--- config.mk ---
export PLATFORM = sky130hd
export DESIGN_NAME = step_pulse_gen
export DESIGN_NICKNAME = d
export VERILOG_FILES = /design/src/rtl/step_pulse_gen_pkg.sv /design/src/rtl/step_pulse_gen_timer.sv /design/src/rtl/step_pulse_gen.sv
export SDC_FILE = /design/constraint.sdc
export NUM_CORES = 1
export LEC_CHECK = 0
export ABC_AREA = 1
export BUFFER_PORTS_ARGS = -buffer_cell sky130_fd_sc_hd__buf_2
export CORE_MARGIN = 3
export CORE_UTILIZATION = 45
export CTS_BUF_LIST = sky130_fd_sc_hd__clkbuf_4 sky130_fd_sc_hd__clkbuf_8 sky130_fd_sc_hd__clkbuf_16
export DETAILED_ROUTE_END_ITERATION = 10
export GPL_ROUTABILITY_DRIVEN = 0
export PLACE_DENSITY_LB_ADDON = 0.12
export SYNTH_ARGS = -nofsm -noshare
export SYNTH_HDL_FRONTEND = slang
export SYNTH_SLANG_ARGS = --single-unit
--- constraint.sdc ---
create_clock -name clk -period 3.08 [get_ports clk]
set_input_delay 0.77 -clock clk [delete_from_list [all_inputs] [get_ports clk]]
set_output_delay 0.77 -clock clk [all_outputs]
set_load 0.01 [all_outputs]
--- src/rtl/step_pulse_gen_pkg.sv ---
// Shared state encoding and 50 MHz default timing for the step/dir pulse generator.
package step_pulse_gen_pkg;

  typedef enum logic [1:0] {
    ST_IDLE   = 2'd0,
    ST_DSETUP = 2'd1,
    ST_HIGH   = 2'd2,
    ST_LOW    = 2'd3
  } state_t;

  // 1 us pulse, 0.5 us dir setup, 2 us minimum period at 50 MHz
  localparam int DEF_PULSE_WIDTH = 50;
  localparam int DEF_DIR_SETUP   = 25;
  localparam int DEF_MIN_PERIOD  = 100;

endpackage

--- src/rtl/step_pulse_gen_timer.sv ---
// Loadable down-counter; done while the count sits at zero. Loading V gives V+1 cycles to done-edge.
module step_timer #(
  parameter int W = 16
) (
  input  logic         clk,
  input  logic         rst_n,
  input  logic         load,
  input  logic [W-1:0] load_val,
  output logic         done
);

  logic [W-1:0] cnt;

  always_ff @(posedge clk or negedge rst_n) begin
    if (!rst_n)              cnt <= '0;
    else if (load)           cnt <= load_val;
    else if (cnt != '0)      cnt <= cnt - W'(1);
  end

  assign done = (cnt == '0);

endmodule

--- src/rtl/step_pulse_gen.sv ---
// Step/dir pulse generator with guaranteed driver timing and signed position count.
// Optional travel limits enabled by defining STEP_POS_LIMIT_EN.
module step_pulse_gen
  import step_pulse_gen_pkg::*;
#(
  parameter int WIDTH_WORK  = 16,
  parameter int PULSE_WIDTH = DEF_PULSE_WIDTH,
  parameter int DIR_SETUP   = DEF_DIR_SETUP,
  parameter int MIN_PERIOD  = DEF_MIN_PERIOD,
  parameter int POS_WIDTH   = 32
`ifdef STEP_POS_LIMIT_EN
  ,
  parameter int POS_MAX     = 100000,
  parameter int POS_MIN     = -100000
`endif
) (
  input  logic                  clk,
  input  logic                  rst_n,
  input  logic [WIDTH_WORK-1:0] N,
  input  logic                  dir_in,
  input  logic                  enable_in,
  output logic                  drv_step,
  output logic                  drv_dir,
  output logic                  busy,
  output logic [POS_WIDTH-1:0]  position
`ifdef STEP_POS_LIMIT_EN
  ,
  output logic                  limit_hit
`endif
);

  localparam logic [WIDTH_WORK-1:0] MIN_P = WIDTH_WORK'(MIN_PERIOD);
  localparam logic [WIDTH_WORK-1:0] PW_M1 = WIDTH_WORK'(PULSE_WIDTH - 1);
  localparam logic [WIDTH_WORK-1:0] PW_P1 = WIDTH_WORK'(PULSE_WIDTH + 1);
  localparam logic [WIDTH_WORK-1:0] DS_W  = WIDTH_WORK'(DIR_SETUP);

  state_t                state_q, state_d;
  logic [WIDTH_WORK-1:0] period_l, period_d, n_clamp, tmr_val;
  logic [POS_WIDTH-1:0]  pos_d;
  logic                  tmr_load, tmr_done, step_d, dir_d, enter_high, blocked;

  step_timer #(.W(WIDTH_WORK)) u_timer (
    .clk      (clk),
    .rst_n    (rst_n),
    .load     (tmr_load),
    .load_val (tmr_val),
    .done     (tmr_done)
  );

  assign n_clamp = (N < MIN_P) ? MIN_P : N;
  assign busy    = (state_q != ST_IDLE);

`ifdef STEP_POS_LIMIT_EN
  localparam logic signed [POS_WIDTH-1:0] P_MAX = POS_WIDTH'(POS_MAX);
  localparam logic signed [POS_WIDTH-1:0] P_MIN = POS_WIDTH'(POS_MIN);
  logic lim_d, lim_dir, lim_dir_d;

  // A step is refused if it would carry position past the limit in its own direction
  assign blocked = drv_dir ? ($signed(position) >= P_MAX) : ($signed(position) <= P_MIN);
`else
  assign blocked = 1'b0;
`endif

  always_comb begin
    state_d    = state_q;
    period_d   = period_l;
    pos_d      = position;
    step_d     = drv_step;
    dir_d      = drv_dir;
    tmr_load   = 1'b0;
    tmr_val    = '0;
    enter_high = 1'b0;
`ifdef STEP_POS_LIMIT_EN
    lim_d      = limit_hit;
    lim_dir_d  = lim_dir;
`endif
    case (state_q)
      ST_IDLE: begin
        if (enable_in && (N != '0)) begin
          dir_d    = dir_in;
          period_d = n_clamp;
          tmr_load = 1'b1;
          tmr_val  = DS_W;
          state_d  = ST_DSETUP;
        end
      end
      ST_DSETUP: begin
        if (tmr_done) enter_high = 1'b1;
      end
      ST_HIGH: begin
        if (tmr_done) begin
          step_d   = 1'b0;
          tmr_load = 1'b1;
          tmr_val  = period_l - PW_P1;
          state_d  = ST_LOW;
        end
      end
      ST_LOW: begin
        if (!enable_in) begin
          state_d = ST_IDLE;
        end else if (tmr_done) begin
          if (N == '0) begin
            state_d = ST_IDLE;
          end else if (dir_in != drv_dir) begin
            dir_d    = dir_in;
            period_d = n_clamp;
            tmr_load = 1'b1;
            tmr_val  = DS_W;
            state_d  = ST_DSETUP;
          end else begin
            period_d   = n_clamp;
            enter_high = 1'b1;
          end
        end
      end
      default: state_d = ST_IDLE;
    endcase

    if (enter_high) begin
      if (blocked) begin
        state_d = ST_IDLE;
`ifdef STEP_POS_LIMIT_EN
        lim_d     = 1'b1;
        lim_dir_d = drv_dir;
`endif
      end else begin
        state_d  = ST_HIGH;
        step_d   = 1'b1;
        tmr_load = 1'b1;
        tmr_val  = PW_M1;
        pos_d    = drv_dir ? position + POS_WIDTH'(1) : position - POS_WIDTH'(1);
`ifdef STEP_POS_LIMIT_EN
        if (drv_dir != lim_dir) lim_d = 1'b0;
`endif
      end
    end
  end

  always_ff @(posedge clk or negedge rst_n) begin
    if (!rst_n) begin
      state_q  <= ST_IDLE;
      period_l <= MIN_P;
      position <= '0;
      drv_step <= 1'b0;
      drv_dir  <= 1'b0;
    end else begin
      state_q  <= state_d;
      period_l <= period_d;
      position <= pos_d;
      drv_step <= step_d;
      drv_dir  <= dir_d;
    end
  end

`ifdef STEP_POS_LIMIT_EN
  always_ff @(posedge clk or negedge rst_n) begin
    if (!rst_n) begin
      limit_hit <= 1'b0;
      lim_dir   <= 1'b0;
    end else begin
      limit_hit <= lim_d;
      lim_dir   <= lim_dir_d;
    end
  end
`endif

endmodule

### Yosys cells after proc, flatten, opt, wreduce, memory -nomap -nowiden

Cells that the tools add are included.

* logic and storage cells: 87
* output and inout port bits: 35
* bits of input ports: 20
* register bits: 68

* reduce and logical (&&, ||, !) cells: 16
* magnitude comparators: 1
* $add $sub $neg: 4
* equal/unequal tests: 13
* mux-type cells: 47

Operators by type and width (number)
* $mux 16: 9
* $pmux 16 s3: 1
* $add 32x1->32 const B: 1
* $logic_not 16->1: 2
* $mux 32: 1
* $pmux 16 s2: 1
* $reduce_bool 16->1: 2
* $sub 32x1->32 const B: 1
* $mux 5: 5
* $mux 1: 19
* $lt 16x7->1 const B: 1
* $sub 16x1->16 const B: 1
* $sub 16x6->16 const B: 1
* $mux 2: 7
* $ne 2x2->1 const B: 5
* $reduce_and 5->1: 2
* $reduce_bool 2->1: 5
* $ne 3x3->1 const B: 2
* $pmux 2 s3: 1
* $reduce_and 6->1: 1
* $ne 5x5->1 const B: 1
* $eq 2x2->1 const B: 2
* $ne 4x4->1 const B: 1
* $pmux 1 s2: 2
* 7 further kinds: 7

### Logic depth before layout (Yosys ltp)

Gate-level depths: netlist of the first run.

* depth after elaboration: 8
* depth in mapped cells: 14

### Modules after synthesis

A second synthesis of the first run with hierarchy kept.

* cell total of the unflattened synthesis: 933
* area, all modules: 5928.2 µm²

By module, submodules not included
* step_pulse_gen: cells each 765, times used 1, seq. area each 1305.0 µm², area an instance 4794.6 µm²
* step_timer: cells each 168, times used 1, seq. area each 400.4 µm², area an instance 1133.6 µm²

### Worst setup path before layout of the first run

Ideal clock, no wire load.

* path type: register to register
* start point: register drv_dir
* end point: register position[28]
* path slack: 659 ps
* arrival: 2303 ps
* library setup time: 117 ps
* stages on the path, launching flop included: 12
* clock period less this slack: 2421 ps
* path through: dfrtp_1 -> inv_1 -> fa_1 -> nand2_1 -> o21ai_0 -> nand3_1 -> nand3_1 -> nand2_1 -> nand2_1 -> nand2_1 -> nand3_1 -> nand2_1

* longest elaborated chain between the ends: 6

RTL lines
* start: declaration: line step_pulse_gen.sv:23 `output logic drv_dir,`
* start signal: assignment: line step_pulse_gen.sv:151 `drv_dir <= dir_d;`
* $ne 1x1->1: line step_pulse_gen.sv:104 `end else if (dir_in != drv_dir) begin`
* $mux 1: line step_pulse_gen.sv:104
* $mux 1: line step_pulse_gen.sv:102 `if (N == '0) begin`
* $mux 1: line step_pulse_gen.sv:101 `end else if (tmr_done) begin`
* $mux 1: line step_pulse_gen.sv:99 `if (!enable_in) begin`
* $pmux 1 s2: line step_pulse_gen.sv:77 `case (state_q)`
* end signal: assignment: line step_pulse_gen.sv:149 `position <= pos_d;`
* end: declaration: line step_pulse_gen.sv:25 `output logic [POS_WIDTH-1:0] position`

Several ways; a longest one is shown, not always the timed one.
A chain may end at the register's enable or synchronous reset.

### Final worst setup path of the first run

Same ends and word-level chain as after synthesis.

==> results of run 1 <==
metal layers:
layer  vias up  global-route usage [%]  share of wire (%)  routed length (um)
met1      2535                    27.6                 45                6780
met2       115                    39.3                 49                7440
met5         -                       0                  0                   0
met4         0                    6.59                2.1                 313
li1       3030                       -                  -                   -
met3        25                    3.93                3.9                 596
state kept, by name, indices dropped and copies added, names as in the netlist, named ones only:
register     cells
drv_dir          1
drv_step         1
period_l        16
position        32
state_q          1
u_timer.cnt     16
worst paths after layout:
path / from / end / slack [ps]
min in group clk: position[16]$_DFFE_PN0N_ / position[16]$_DFFE_PN0N_ / 500
worst max-delay path: drv_dir$_DFFE_PN0P_ / position[28]$_DFFE_PN0N_ / 640
worst min-delay path: rst_n / position[11]$_DFFE_PN0N_ / 420
max in group asynchronous: rst_n / period_l[6]$_DFFE_PN1P_ / 1940
worst min register to register: position[16]$_DFFE_PN0N_ / position[16]$_DFFE_PN0N_ / 500
worst max register to register: drv_dir$_DFFE_PN0P_ / position[28]$_DFFE_PN0N_ / 640
power by group:
part	switching [mW]	internal [mW]
Combinational	1.38	0.724
Sequential	0.188	1.06
Clock	0.407	0.748
Total	1.98	2.53
synthesized netlist by cell type, types with 2 or more instances:
cell,count
nand2_1,309
inv_1,129
nor2_1,93
nand3_1,83
dfrtp_1,65
a21oi_1,40
ha_1,33
nand4_1,27
o21ai_1,19
xnor2_1,16
o21ai_0,11
nor2_2,10
xor2_1,10
a21oi_2,9
nor3_1,7
buf_6,6
nand2_2,6
o21bai_1,6
buf_2,4
nand3b_1,4
a31oi_1,3
dfstp_2,3
inv_2,3
buf_4,2
clkinv_2,2
nor2_4,2
or2_2,2
kinds of logic after synthesis:
logic type,Yosys count
buf+inv,147
fa+ha+maj,34
xor+xnor,26
flops,68
compound gates,91
simple gates,549
through the flow:
stage / instance area [um^2] / setup WS (ps) / cells / utilization, % / hold slack, ps
after floorplan: 5870 / 659 / 915 / - / 471
after global placement: 6310 / 627 / 1133 / 49.8 / 496
after detailed placement: 6310 / 565 / 1133 / 49.8 / 502
after CTS: 6640 / 646 / 1149 / 52.4 / 432
after global routing: 6640 / 424 / 1149 / 52.4 / 452
final: 6640 / 637 / 1149 / 52.4 / 420
final cells by class:
| type | instances | area [um^2] | share of cell area [%] |
|---|---|---|---|
| clock buffers | 12 | 254 | 3.83 |
| clock inverters | 4 | 72.6 | 1.09 |
| inverters | 135 | 509 | 7.67 |
| multi-input cells | 700 | 3560 | 53.6 |
| flip-flops and latches | 68 | 1710 | 25.7 |
| well taps | 172 | 215 | 3.24 |
| repair buffers | 58 | 325 | 4.90 |
==> results.sh, run 1 <==
export IMPL_synthTopCellsByArea="dfrtp_1 28%, nand2_1 20%, inv_1 8.2%"
export IMPL_detail_route_first_pass_iterations=5
export IMPL_ys_types=38
export IMPL_h_tree_depth=3
export IMPL_max_freq_mhz=409
export IMPL_p_leak_nw=3.77
export IMPL_syn_area_per_cell_um2=6.42
export IMPL_cts_max_path_buffers=2
export IMPL_die_area_mm2=0.0145
export IMPL_worst_slew_pin_slew_ps=605
export IMPL_p_total_mw=4.51
export IMPL_worstPathMaxFanout=32
export IMPL_path_buf_inv=3
export IMPL_cp_cell_sequence="inv_1, buf_12, ha_1, inv_1, o21ai_0, nand3_1, nand3_1, nand2_1, nand2_1, nand2_1, nand3_1, nand2_1"
export IMPL_max_stage_delay_ps=500
export IMPL_synth_area_mux_share_pct=0
export IMPL_synth_top_area_share_pct=27.7
export IMPL_drive_above_1_share_pct=12.0
export IMPL_synthAdderAreaFrac_pct=7.37
export IMPL_core_mm2=0.0127
export IMPL_ys_flop_type="dfrtp_1"
export IMPL_avgViaCountPerCell=4.97
export IMPL_layout_commonest_cell="nand2_1"
export IMPL_dieWidth_um=120
export IMPL_grt_pass1_vias=5468
export IMPL_synth_top_area_cell="dfrtp_1"
export IMPL_area_growth_pct=13.0
export IMPL_slew_headroom_pct=59.3
export IMPL_routedWlPerCell_um=13.2
export IMPL_power_density_mw_per_mm2=680
export IMPL_vias=5705
export IMPL_critPathKind="flop to flop"
export IMPL_rsz0062_at_grt="false"
export IMPL_antenna_found_initial=0
export IMPL_slew_viol_final=0
export IMPL_synth_seq_area_share_pct=29.0
export IMPL_synth_cells=915
export IMPL_synth_warnings=0
export IMPL_cp_end_kind="flop"
export IMPL_cts_setup_buffers=0
export IMPL_grt_max_degree=47
export IMPL_cts_tree="yes"
export IMPL_io_pins=55
export IMPL_clk_latency_ps=350
export IMPL_fin_setup_tns_ps=0
export IMPL_post_cts_resized=0
export IMPL_synth_edf_count=0
export IMPL_drt_iter0_markers=379
export IMPL_cts_sinks=68
export IMPL_final_antenna_net_count=0
export IMPL_antennaDiodeCount=0
export IMPL_nNetsFinal=1026
export IMPL_n_fill_cell=1324
export IMPL_final_hold_violation_count=0
export IMPL_overflow=0
export IMPL_synth_simple_area_share_pct=40.5
export IMPL_numCtsBuffers=9
export IMPL_hpwl_um=11900
export IMPL_path_common_cell="nand2_1"
export IMPL_worstPathArrival_ps=2680
export IMPL_yosys_area_share_xor_xnor_pct=3.88
export IMPL_placementRows=41
export IMPL_synth_compound_area_share_pct=8.80
export IMPL_wirelength_um=15100
export IMPL_fin_skew_ps=10.6
export IMPL_period_minus_slack_ps=2440
export IMPL_clk_pin_slew_ps=60
export IMPL_status="finished, final reports clean"
export IMPL_async_flop_share_pct=100
export IMPL_postCtsHoldBufs=0
export IMPL_grt_pass1_wl_um=25800
export IMPL_synth_fp_nets=969
export IMPL_layout_common_cells="309 x nand2_1, 129 x inv_1, 93 x nor2_1"
export IMPL_cp_num_cells=12
export IMPL_critical_path_slowest_cell="o21ai_0"
export IMPL_synth_top_family_by_area="simple AND/OR/NAND/NOR gates"
export IMPL_synth_seq_cells=68
export IMPL_ir_worst_vdd_v=0.000398
export IMPL_hp_class="input port to async pin"
export IMPL_critPathRequiredTime_ps=3310
export IMPL_reg2reg_depth=12
export IMPL_grt_usage_pct=22.2
export IMPL_cp_start_kind="flop"
export IMPL_crit_family="simple AND/OR/NAND/NOR gates"
export IMPL_initial_core_util_pct=46.4
export IMPL_io_buffers=54
export IMPL_drc=0
export IMPL_final_period_utilization_pct=79.3
export IMPL_finalSetupViolCount=0
export IMPL_syn_cell_area_mm2=0.00587
export IMPL_clock_root_buffer="clkbuf_16"
export IMPL_fp_dieH_um=120
export IMPL_maxCapViolCount=0
(Power assumes the default switching activity.)
==> run 2: changes to the inputs <==
==> constraint.sdc (replaced) <==
create_clock -name clk -period 2 [get_ports clk]
set_input_delay 0.5 -clock clk [delete_from_list [all_inputs] [get_ports clk]]
set_output_delay 0.5 -clock clk [all_outputs]
set_load 0.01 [all_outputs]
==> run 2 against run 1 <==
  * The flow now finishes with violations (negative setup slack)
  * First-iteration DRC count down 12%
  * Largest power group unchanged
  * Routed wire length up 13%
  * Final area up 18%
  * Critical path depth unchanged
==> results.sh, run 2 (synthesis results as in run 1) <==
export IMPL_drc=0
export IMPL_grt_pass1_wl_um=28400
export IMPL_critPathRequiredTime_ps=2230
export IMPL_worstPathMaxFanout=21
export IMPL_largest_reg_flops=32
export IMPL_r2r_setup_slack_ps=-180
export IMPL_final_hold_violation_count=0
export IMPL_initial_core_util_pct=46.4
export IMPL_final_cells=1256
export IMPL_cts_tree="yes"
export IMPL_power_frac_comb_pct=55.1
export IMPL_hpwl_um=13200
export IMPL_fin_setup_tns_ps=-2510
export IMPL_cts_sinks=68
export IMPL_regMostFlops="position"
export IMPL_routedWlPerCell_um=13.6
export IMPL_n_fill_cell=1219
export IMPL_max_freq_mhz=458
export IMPL_layout_commonest_cell="nand2_1"
export IMPL_cp_end_kind="flop"
export IMPL_clk_pin_slew_ps=60
export IMPL_utilization_pct=61.9
export IMPL_period_minus_slack_ps=2180
export IMPL_seqPwrFrac_pct=23.2
export IMPL_ir_worst_vdd_v=0.000681
export IMPL_wirelength_um=17000
export IMPL_rsz0062_at_grt="true"
export IMPL_worst_slew_pin_slew_ps=422
export IMPL_placementRows=41
export IMPL_finalSetupViolCount=22
export IMPL_switchingPower_mw=3.56
export IMPL_vias=6270
export IMPL_drt_iter0_markers=335
export IMPL_slew_viol_final=0
export IMPL_postCtsHoldBufs=0
export IMPL_io_pins=55
export IMPL_power_density_mw_per_mm2=1060
export IMPL_core_mm2=0.0127
export IMPL_swShare_pct=42.9
export IMPL_slew_headroom_pct=71.9
export IMPL_area_growth_pct=33.6
export IMPL_detail_route_first_pass_iterations=4
export IMPL_r2r_start="drv_dir$_DFFE_PN0P_"
export IMPL_cp_start_kind="flop"
export IMPL_p_int_mw=4.74
export IMPL_violations="negative setup slack"
export IMPL_worstReg2RegEnd="position[11]$_DFFE_PN0N_"
export IMPL_final_antenna_net_count=0
export IMPL_io_buffers=54
export IMPL_overflow=0
export IMPL_cts_max_path_buffers=2
export IMPL_reg_top3="position: 32 flops, period_l: 16 flops, u_timer.cnt: 16 flops"
export IMPL_critPathKind="flop to flop"
export IMPL_fin_hold_ws_ps=83.9
export IMPL_hp_class="input port to async pin"
export IMPL_status="finished with violations"
export IMPL_die_area_mm2=0.0145
export IMPL_maxCapViolCount=0
export IMPL_clock_power_share_pct=21.7
export IMPL_layout_setup_ws_ps=-184
export IMPL_final_period_utilization_pct=109
export IMPL_dieWidth_um=120
export IMPL_grt_pass1_vias=5981
export IMPL_numCtsBuffers=9
export IMPL_fin_skew_ps=8.87
export IMPL_h_tree_depth=3
export IMPL_p_total_mw=8.30
export IMPL_fp_dieH_um=120
export IMPL_grt_usage_pct=24.5
export IMPL_drive_above_1_share_pct=26.9
export IMPL_worstPathArrival_ps=2410
export IMPL_antenna_found_initial=0
export IMPL_clk_latency_ps=350
export IMPL_grt_max_degree=42
export IMPL_avgViaCountPerCell=4.99
export IMPL_nNetsFinal=1133
export IMPL_p_leak_nw=4.31
export IMPL_clock_root_buffer="clkbuf_16"
export IMPL_layout_common_cells="297 x nand2_1, 126 x inv_1, 104 x buf_4"
export IMPL_reg2reg_depth=12
export IMPL_antennaDiodeCount=0
export IMPL_dp_cells=1237
[run 2: cell count changes in the layout (fill, tap and decap cells not counted), sizes merged]
cell	change
buf	+107
clkbuf	-3
clkinv	+1
clkinvlp	+2
[run 2: layout make-up]
class | instances | area (um^2) | share of cell area (%)
repair buffers | 165 | 1190 | 15.1
inverters | 135 | 515 | 6.57
flip-flops and latches | 68 | 1710 | 21.7
clock inverters | 7 | 101 | 1.29
multi-input cells | 700 | 3900 | 49.6
clock buffers | 9 | 225 | 2.87
well taps | 172 | 215 | 2.74
[run 2: metal layers]
| layer | vias up | wire length [um] | global-route usage (%) |
|---|---|---|---|
| li1 | 3258 | - | - |
| met1 | 2870 | 7340 | 30.3 |
| met2 | 120 | 8610 | 43.6 |
| met3 | 22 | 717 | 3.70 |
| met4 | 0 | 378 | 8.43 |
| met5 | - | 0 | 0 |
[run 2: power groups by stage]
stage                     sequential (mW)  combinational (mW)  clock [mW]
after floorplan                      1.89                2.53           0
after global placement               1.93                4.04           0
after detailed placement             1.93                4.10           0
after CTS                            1.91                4.31        1.83
after global routing                 1.96                5.16        1.88
final                                1.92                4.58        1.80
[run 2: per-stage QoR]
| step | setup slack, ps | area, um^2 |
|---|---|---|
| finish | -184 | 7850 |
| global route | -365 | 7850 |
| CTS | -198 | 7640 |
| detailed placement | -237 | 7180 |
| global placement | -194 | 7180 |
| floorplan | -374 | 5910 |
[run 2: worst max path at each step]
stage	from	endpoint	slack [ps]
after floorplan	drv_dir$_DFFE_PN0P_	position[20]$_DFFE_PN0N_	-370
after global placement	drv_dir$_DFFE_PN0P_	position[23]$_DFFE_PN0N_	-190
after detailed placement	drv_dir$_DFFE_PN0P_	position[23]$_DFFE_PN0N_	-240
after CTS	drv_dir$_DFFE_PN0P_	position[15]$_DFFE_PN0N_	-200
after global routing	drv_dir$_DFFE_PN0P_	position[15]$_DFFE_PN0N_	-370
final	drv_dir$_DFFE_PN0P_	position[11]$_DFFE_PN0N_	-180
[run 2: timing repair]
| item | in CTS | in global routing |
|---|---|---|
| pin swaps | 1 | 3 |
| setup buffers | 2 | 1 |
| endpoints found under the setup margin | 31 | 64 |
| gates resized for setup | 28 | 45 |
[run 2: critical path, cell delays in order, from the launching register on]
cell	delay [ps]
dfrtp_2	380
clkinvlp_4	140
buf_12	200
ha_1	370
nand2_1	90
nand2_1	70
a21oi_1	130
nand2_1	100
nand2_1	70
nand2_1	100
buf_4	160
xnor2_1	150
a21oi_1	80
